$ cat src/rtl/hamming_secded_decoder_pipe.sv
// hamming_secded_decoder_pipe: two-stage SEC-DED Hamming decoder with valid/ready flow; HAMDEC_ERR_CNT_EN adds saturating error counters
module hamming_secded_decoder_pipe #(
  parameter int DATA_W = 4,
  parameter int CNT_W = 16,
  localparam int R = DATA_W <= 4 ? 3 : DATA_W <= 11 ? 4 : DATA_W <= 26 ? 5 : DATA_W <= 57 ? 6 : 7,
  localparam int N = DATA_W + R
) (
  input  logic              clk,
  input  logic              rst_n,
  input  logic              in_valid,
  output logic              in_ready,
  input  logic [N:0]        in_code,
  output logic              out_valid,
  input  logic              out_ready,
  output logic [DATA_W-1:0] out_data,
  output logic [R-1:0]      out_syndrome,
  output logic              out_corrected,
  output logic              out_uncorrectable,
  input  logic              cnt_clr,
  output logic [CNT_W-1:0]  cnt_corrected,
  output logic [CNT_W-1:0]  cnt_uncorrectable
);
  function automatic int data_pos(input int k);
    int p, c;
    p = 0;
    c = -1;
    while (c < k) begin
      p++;
      if ((p & (p - 1)) != 0) c++;
    end
    return p;
  endfunction
  logic              adv, s1_valid, s1_par, par, flip, syn_ok, corr, unc;
  logic [N-1:0]      s1_code, fixed;
  logic [R-1:0]      s1_syn, syn;
  logic [DATA_W-1:0] data;
  assign adv = !out_valid || out_ready;
  assign in_ready = adv;
  assign par = ^in_code;
  always_comb begin
    syn = '0;
    for (int i = 1; i <= N; i++) syn ^= in_code[i-1] ? R'(i) : '0;
  end
  assign syn_ok = int'(s1_syn) <= N;
  assign corr = s1_par && syn_ok;
  assign unc = s1_par ? !syn_ok : s1_syn != '0;
  assign flip = corr && s1_syn != '0;
  always_comb begin
    for (int i = 0; i < N; i++) fixed[i] = s1_code[i] ^ (flip && s1_syn == R'(i + 1));
  end
  for (genvar k = 0; k < DATA_W; k++) begin : g_data
    localparam int P = data_pos(k);
    assign data[k] = fixed[P-1];
  end
  always_ff @(posedge clk or negedge rst_n) begin
    if (!rst_n) begin
      s1_valid <= 1'b0;
      s1_code <= '0;
      s1_syn <= '0;
      s1_par <= 1'b0;
      out_valid <= 1'b0;
      out_data <= '0;
      out_syndrome <= '0;
      out_corrected <= 1'b0;
      out_uncorrectable <= 1'b0;
    end else if (adv) begin
      s1_valid <= in_valid;
      out_valid <= s1_valid;
      if (in_valid) begin
        s1_code <= in_code[N-1:0];
        s1_syn <= syn;
        s1_par <= par;
      end
      if (s1_valid) begin
        out_data <= data;
        out_syndrome <= s1_syn;
        out_corrected <= corr;
        out_uncorrectable <= unc;
      end
    end
  end
`ifdef HAMDEC_ERR_CNT_EN
  always_ff @(posedge clk or negedge rst_n) begin
    if (!rst_n) begin
      cnt_corrected <= '0;
      cnt_uncorrectable <= '0;
    end else if (cnt_clr) begin
      cnt_corrected <= '0;
      cnt_uncorrectable <= '0;
    end else if (out_valid && out_ready) begin
      if (out_corrected && !(&cnt_corrected)) cnt_corrected <= cnt_corrected + CNT_W'(1);
      if (out_uncorrectable && !(&cnt_uncorrectable)) cnt_uncorrectable <= cnt_uncorrectable + CNT_W'(1);
    end
  end
`else
  logic unused_cnt_clr;
  assign unused_cnt_clr = cnt_clr;
  assign cnt_corrected = '0;
  assign cnt_uncorrectable = '0;
`endif
endmodule

$ cat config.mk
export PLATFORM = sky130hd
export DESIGN_NAME = hamming_secded_decoder_pipe
export DESIGN_NICKNAME = d
export VERILOG_FILES = /design/src/rtl/hamming_secded_decoder_pipe.sv
export SDC_FILE = /design/constraint.sdc
export NUM_CORES = 1
export LEC_CHECK = 0
export ABC_AREA = 1
export CAP_MARGIN = 10
export CORE_ASPECT_RATIO = 1.1
export CORE_MARGIN = 10
export CORE_UTILIZATION = 37
export DETAILED_ROUTE_END_ITERATION = 10
export GPL_ROUTABILITY_DRIVEN = 0
export PLACE_DENSITY = 0.69
export SKIP_CTS_REPAIR_TIMING = 1
export SLEW_MARGIN = 20
export SYNTH_ARGS = -nofsm -noshare
export SYNTH_HDL_FRONTEND = slang
export SYNTH_SLANG_ARGS = --single-unit
$ cat constraint.sdc
create_clock -name clk -period 1.2 [get_ports clk]
set_input_delay 0.24 -clock clk [delete_from_list [all_inputs] [get_ports clk]]
set_output_delay 0.24 -clock clk [all_outputs]
set_load 0.01 [all_outputs]
==> out/qor.txt, run 1 <==
Fmax - 834 MHz
Crit Path Category - flop to output port
fin cells - 231
Leakage - 0.935 nW
Synth Area in Compound Gates - 0.0743
crit start category - flop
worst skew pair latency - 0.30 ns
register bit total from synthesis - 19
Cells after DPL - 227
final WL - 2.24 mm
CP Capture Type - output port
Starting DRT DRC Count - 25
Tmin final - 1.20 ns
post-synthesis cell count - 160
H-tree depth - 1
Layout area overhead - 22.0%
Multi-input gate area - 584 µm²
XOR/XNOR Fraction of Synth Area - 0.0762
Final nets - 209
DR vias - 905
Critical Path RT - 0.96 ns
Die W - 75.7 µm
CP cell instances - inv_1, nor2_2, inv_1, clkbuf_2
Die ar. - 6160 µm²
final hold viol count - 0
family with the most delay on the worst path - flip-flops
commonest non-fill, non-tap cell in the layout - nand2_1
CTS tree - done
fraction of layout cells with a size suffix above 1 - 0.169
post-synthesis simple-gate area fraction - 0.209
syn avg cell area - 7.90 µm²
post-synthesis adder-cell area fraction - 0
crit-path most repeated cell - inv_1
IO Pins - 56
DRT antenna net count - 0
Root Buffer - clkbuf_4
PwrDens - 1300 nW/µm²
Cell Rows - 22
CTS Buf Count - 3
max-slew violations - 0
Max Clock Skew - 0.00431 ns
largest driver fanout on the critical path - 2
sequential element share of the synthesized area - 0.376
Antenna Diode Count - 0
clock slew at reported path FFs - 0.11 ns
# setup viols final - 0
setup TNS - 0 ns
initial antenna violation count - 0
MaxCap Viol Count - 0
GR Util All Layers - 0.0715
first-pass GRT wire length - 3.55 mm
post-route setup slack - 0.000302 ns
mux cell area share after synthesis - 0
clk sinks - 19
Post-Syn Area - 1260 µm²
largest family of logic cells by synthesized area - buffers and inverters
DRC viols - 0
RSZ-0062 raised after global routing - yes
HPWL after DPL - 1.90 mm
Routed wire per std cell - 9.71 µm
IO Port Bufs - 22
Longest Clk Path Bufs - 2
most frequent cells in the layout - 45 x nand2_1, 32 x conb_1, 19 x dfrtp_1
Critical-path top delay cell - dfrtp_1
Congestion Overflow GR - 0
Peak supply drop - 0.356 mV
Synth cell types - 19
crit-path max cell delay - 0.38 ns
largest net degree at the start of global routing - 20
register area - 475 µm²
r2r setup slk - 0.12 ns
CP Buf/Inv Count - 3
Hold Crit Class - primary input to asynchronous set/reset pin
Filler Cells Inserted - 333
DP Worst Slack - -0.394 ns
outcome - completed
core area - 3300 µm²
Initial DRT Pass Iterations - 4
vias per cell - 3.92
synthesis warning total - 0
chip height - 81.3 µm
final worst-path cycle share - 1.00
Initial Util - 0.383
number of global-route vias before repair - 882
Arrival @ worst endpoint - 0.96 ns
[flip-flops by register name, indices dropped and copies added, names as in the netlist]
register and cells:
out_corrected 1, out_data 4, corr 1, out_syndrome 3
s1_syn 3, s1_code 4, out_valid 1, out_uncorrectable 1
s1_valid 1
[logic make-up (layout without fill, tap and decap cells)]
| group | count (synthesis) | in the layout |
|---|---|---|
| xor+xnor | 11 | 11 |
| compound gates | 16 | 16 |
| flops | 19 | 19 |
| simple gates | 60 | 60 |
| buf+inv | 53 | 57 |
| other cells | 1 | 32 |
[worst paths after layout]
path / start / end / cells after the start
max: out_valid / in_ready / 4
min: rst_n / out_syndrome[1] / 2
max reg2reg: out_valid / corr / 8
min reg2reg: out_syndrome[2] / out_syndrome[2] / 2
max in group asynchronous: rst_n / out_valid / 2
min in group clk: in_code[4] / s1_code[4] / 4
[power breakdown]
part | switching, W | total [W] | internal (W)
clock | 0.000193 | 0.000317 | 0.000124
combinational | 0.000393 | 0.000768 | 0.000375
sequential | 0.000109 | 0.000914 | 0.000805
total | 0.000695 | 0.00200 | 0.00130
[stage by stage]
| step | total power [W] | util | cell area, µm² | hold slack (ns) |
|---|---|---|---|---|
| 5_1_grt | 0.00214 | 0.467 | 1540 | 0.274 |
| 3_3_place_gp | 0.00171 | 0.447 | 1480 | 0.456 |
| 4_1_cts | 0.00205 | 0.455 | 1500 | 0.261 |
| 3_5_place_dp | 0.00173 | 0.447 | 1480 | 0.459 |
| 6_report | 0.00200 | 0.467 | 1540 | 0.263 |
| 2_1_floorplan | 0.00143 | - | 1380 | -0.0556 |
[metal layers]
layer / track usage / wire, µm / vias up
met4: 0.0390 / 17 / 0
met1: 0.0747 / 885 / 381
li1: - / - / 488
met3: 0.0171 / 168 / 2
met5: 0 / 0 / -
met2: 0.128 / 1170 / 34
[worst register-to-register path, stage by stage (launching register included)]
cell and delay [ns]:
dfrtp_1 0.35, inv_1 0.05, nor2_2 0.09, inv_1 0.06, buf_4 0.14, nand2_4 0.13, inv_1 0.06, nand3_1 0.07
nand2_1 0.05
[cell type report]
cell class | count | share of cell area
Tap cell | 36 | 0.0292
Multi-Input combinational cell | 119 | 0.379
Inverter | 19 | 0.0479
Timing Repair Buffer | 34 | 0.218
Clock inverter | 1 | 0.00325
Clock buffer | 3 | 0.0146
Sequential cell | 19 | 0.308
[synthesized netlist by cell type (all sizes together)]
cell	instances	area [µm²]
inv	19	71.3
o21ai	15	86.3
nor3	4	35.0
dfrtp	19	475
nand2	50	200
o21a	1	7.51
nand3	1	5.00
xnor2	8	70.1
buf	34	259
nor2	5	23.8
conb	1	3.75
xor2	3	26.3
Note: power is estimated with default switching activity, not from simulation.
==> inputs of run 2 (changes only) <==
--- a/config.mk
+++ b/config.mk
@@ -12,7 +12,7 @@
 export CORE_UTILIZATION = 37
 export DETAILED_ROUTE_END_ITERATION = 10
 export GPL_ROUTABILITY_DRIVEN = 0
-export PLACE_DENSITY = 0.69
+export PLACE_DENSITY = 0.72
 export SKIP_CTS_REPAIR_TIMING = 1
 export SLEW_MARGIN = 20
 export SYNTH_ARGS = -nofsm -noshare
==> constraint.sdc (replaced) <==
create_clock -name clk -period 1.1 [get_ports clk]
set_input_delay 0.22 -clock clk [delete_from_list [all_inputs] [get_ports clk]]
set_output_delay 0.22 -clock clk [all_outputs]
set_load 0.01 [all_outputs]
==> out/qor.txt, run 2 (same netlist as run 1, synthesis figures left out) <==
outcome - complete, but fails checks
failing checks - setup timing
DRC viols - 0 (unchanged)
number of global-route vias before repair - 941 (+6.7%)
final hold viol count - 0 (unchanged)
clock slew at reported path FFs - 0.10 ns (about the same)
Fmax - 821 MHz
DR vias - 944 (+4.3%)
fraction of layout cells with a size suffix above 1 - 0.307 (+0.138)
WHS - 0.258 ns (-0.00438 ns)
max-slew violations - 0 (unchanged)
Layout area overhead - 25.6%
first-pass GRT wire length - 3.78 mm (+6.6%)
clk sinks - 19 (unchanged)
Arrival @ worst endpoint - 1.00 ns (+0.04 ns)
initial antenna violation count - 0 (unchanged)
final worst-path cycle share - 1.11
chip height - 81.3 µm (unchanged)
final WL - 2.42 mm (+7.8%)
Filler Cells Inserted - 340 (+2.1%)
MaxCap Viol Count - 0 (unchanged)
Die W - 75.7 µm (unchanged)
Die ar. - 6160 µm² (unchanged)
Crit Path Category - flop to output port
Final nets - 216 (+3.3%)
RSZ-0062 raised after global routing - yes
core area - 3300 µm² (unchanged)
Longest Clk Path Bufs - 2 (unchanged)
Root Buffer - clkbuf_4
# setup viols final - 18 (+18)
IO Pins - 56 (unchanged)
crit start category - flop
Cell Rows - 22 (unchanged)
Routed wire per std cell - 10.2 µm (+4.6%)
Cells after DPL - 228 (+0.44%)
GR Util All Layers - 0.0755 (+0.00396)
fin cells - 238 (+3.0%)
CTS tree - done
post-route setup slack - -0.118 ns (-0.118 ns)
Starting DRT DRC Count - 35 (+40%)
Critical Path RT - 0.88 ns (-0.08 ns)
CP Capture Type - output port
IO Port Bufs - 22 (unchanged)
DRT antenna net count - 0 (unchanged)
largest driver fanout on the critical path - 2 (unchanged)
Final Util - 0.481 (+0.0140)
biggest regs - out_data: 4 flops, s1_code: 4 flops
Hold Crit Class - primary input to asynchronous set/reset pin
Antenna Diode Count - 0 (unchanged)
Peak supply drop - 0.358 mV (+0.75%)
Leakage - 0.898 nW (-4.0%)
largest net degree at the start of global routing - 20 (unchanged)
commonest non-fill, non-tap cell in the layout - nand2_1
Initial DRT Pass Iterations - 2 (-2)
vias per cell - 3.97 (+1.2%)
worst skew pair latency - 0.28 ns (-0.02 ns)
Initial Util - 0.383 (unchanged)
Max Clock Skew - 0.00167 ns (-0.00264 ns)
Congestion Overflow GR - 0 (unchanged)
H-tree depth - 1 (unchanged)
PwrDens - 1430 nW/µm² (+10%)
Tmin final - 1.22 ns
HPWL after DPL - 1.92 mm (+0.95%)
most frequent cells in the layout - 37 x nand2_1, 32 x conb_1, 19 x dfrtp_1
CTS Buf Count - 3 (unchanged)
## run 2: critical path, stage by stage (launching register included)
cell	delay, ns
dfrtp_1	0.37
inv_1	0.05
nor2_2	0.12
inv_2	0.05
clkbuf_2	0.12
## run 2: layout make-up
| cell class | count | area (µm²) | share of cell area |
|---|---|---|---|
| clock buffer | 4 | 26.3 | 0.0165 |
| inverter | 19 | 76.3 | 0.0481 |
| multi-input combinational | 119 | 623 | 0.392 |
| sequential | 19 | 475 | 0.299 |
| tap | 36 | 45.0 | 0.0284 |
| timing repair buffer | 40 | 335 | 0.211 |
| timing repair inverter | 1 | 6.26 | 0.00394 |
## run 2: final timing paths
| check | start | end | slack (ns) | depth (start not counted) |
|---|---|---|---|---|
| worst min register to register | out_syndrome[1] | out_syndrome[1] | 0.49 | 2 |
| max in group asynchronous | rst_n | out_data[0] | 0.65 | 2 |
| worst max-delay path | out_valid | in_ready | -0.12 | 4 |
| worst min-delay path | rst_n | out_corrected | 0.26 | 2 |
| worst max register to register | out_valid | out_uncorrectable | -0.12 | 7 |
| min in group clk | in_code[4] | s1_code[4] | 0.35 | 3 |
## run 2: per-layer routing
| layer | up-vias | track usage | routed length (µm) |
|---|---|---|---|
| li1 | 501 | - | - |
| met4 | 0 | 0.0502 | 40 |
| met3 | 2 | 0.0134 | 170 |
| met1 | 406 | 0.0911 | 1020 |
| met5 | - | 0 | 0 |
| met2 | 35 | 0.119 | 1190 |
## run 2: power breakdown
group | internal [W] | switching (W)
registers | 0.000879 | 0.000143
logic | 0.000425 | 0.000492
clock network | 0.000141 | 0.000189
## run 2: per-stage QoR
step	area, µm²	setup WS (ns)	power [W]	setup TNS (ns)
after global routing	1590	-0.184	0.00246	-2.35
after global placement	1480	-0.429	0.00188	-5.84
after detailed placement	1480	-0.446	0.00190	-6.20
after floorplan	1380	-0.0165	0.00157	-0.0783
final	1590	-0.118	0.00227	-0.958
after CTS	1510	-0.495	0.00223	-4.96
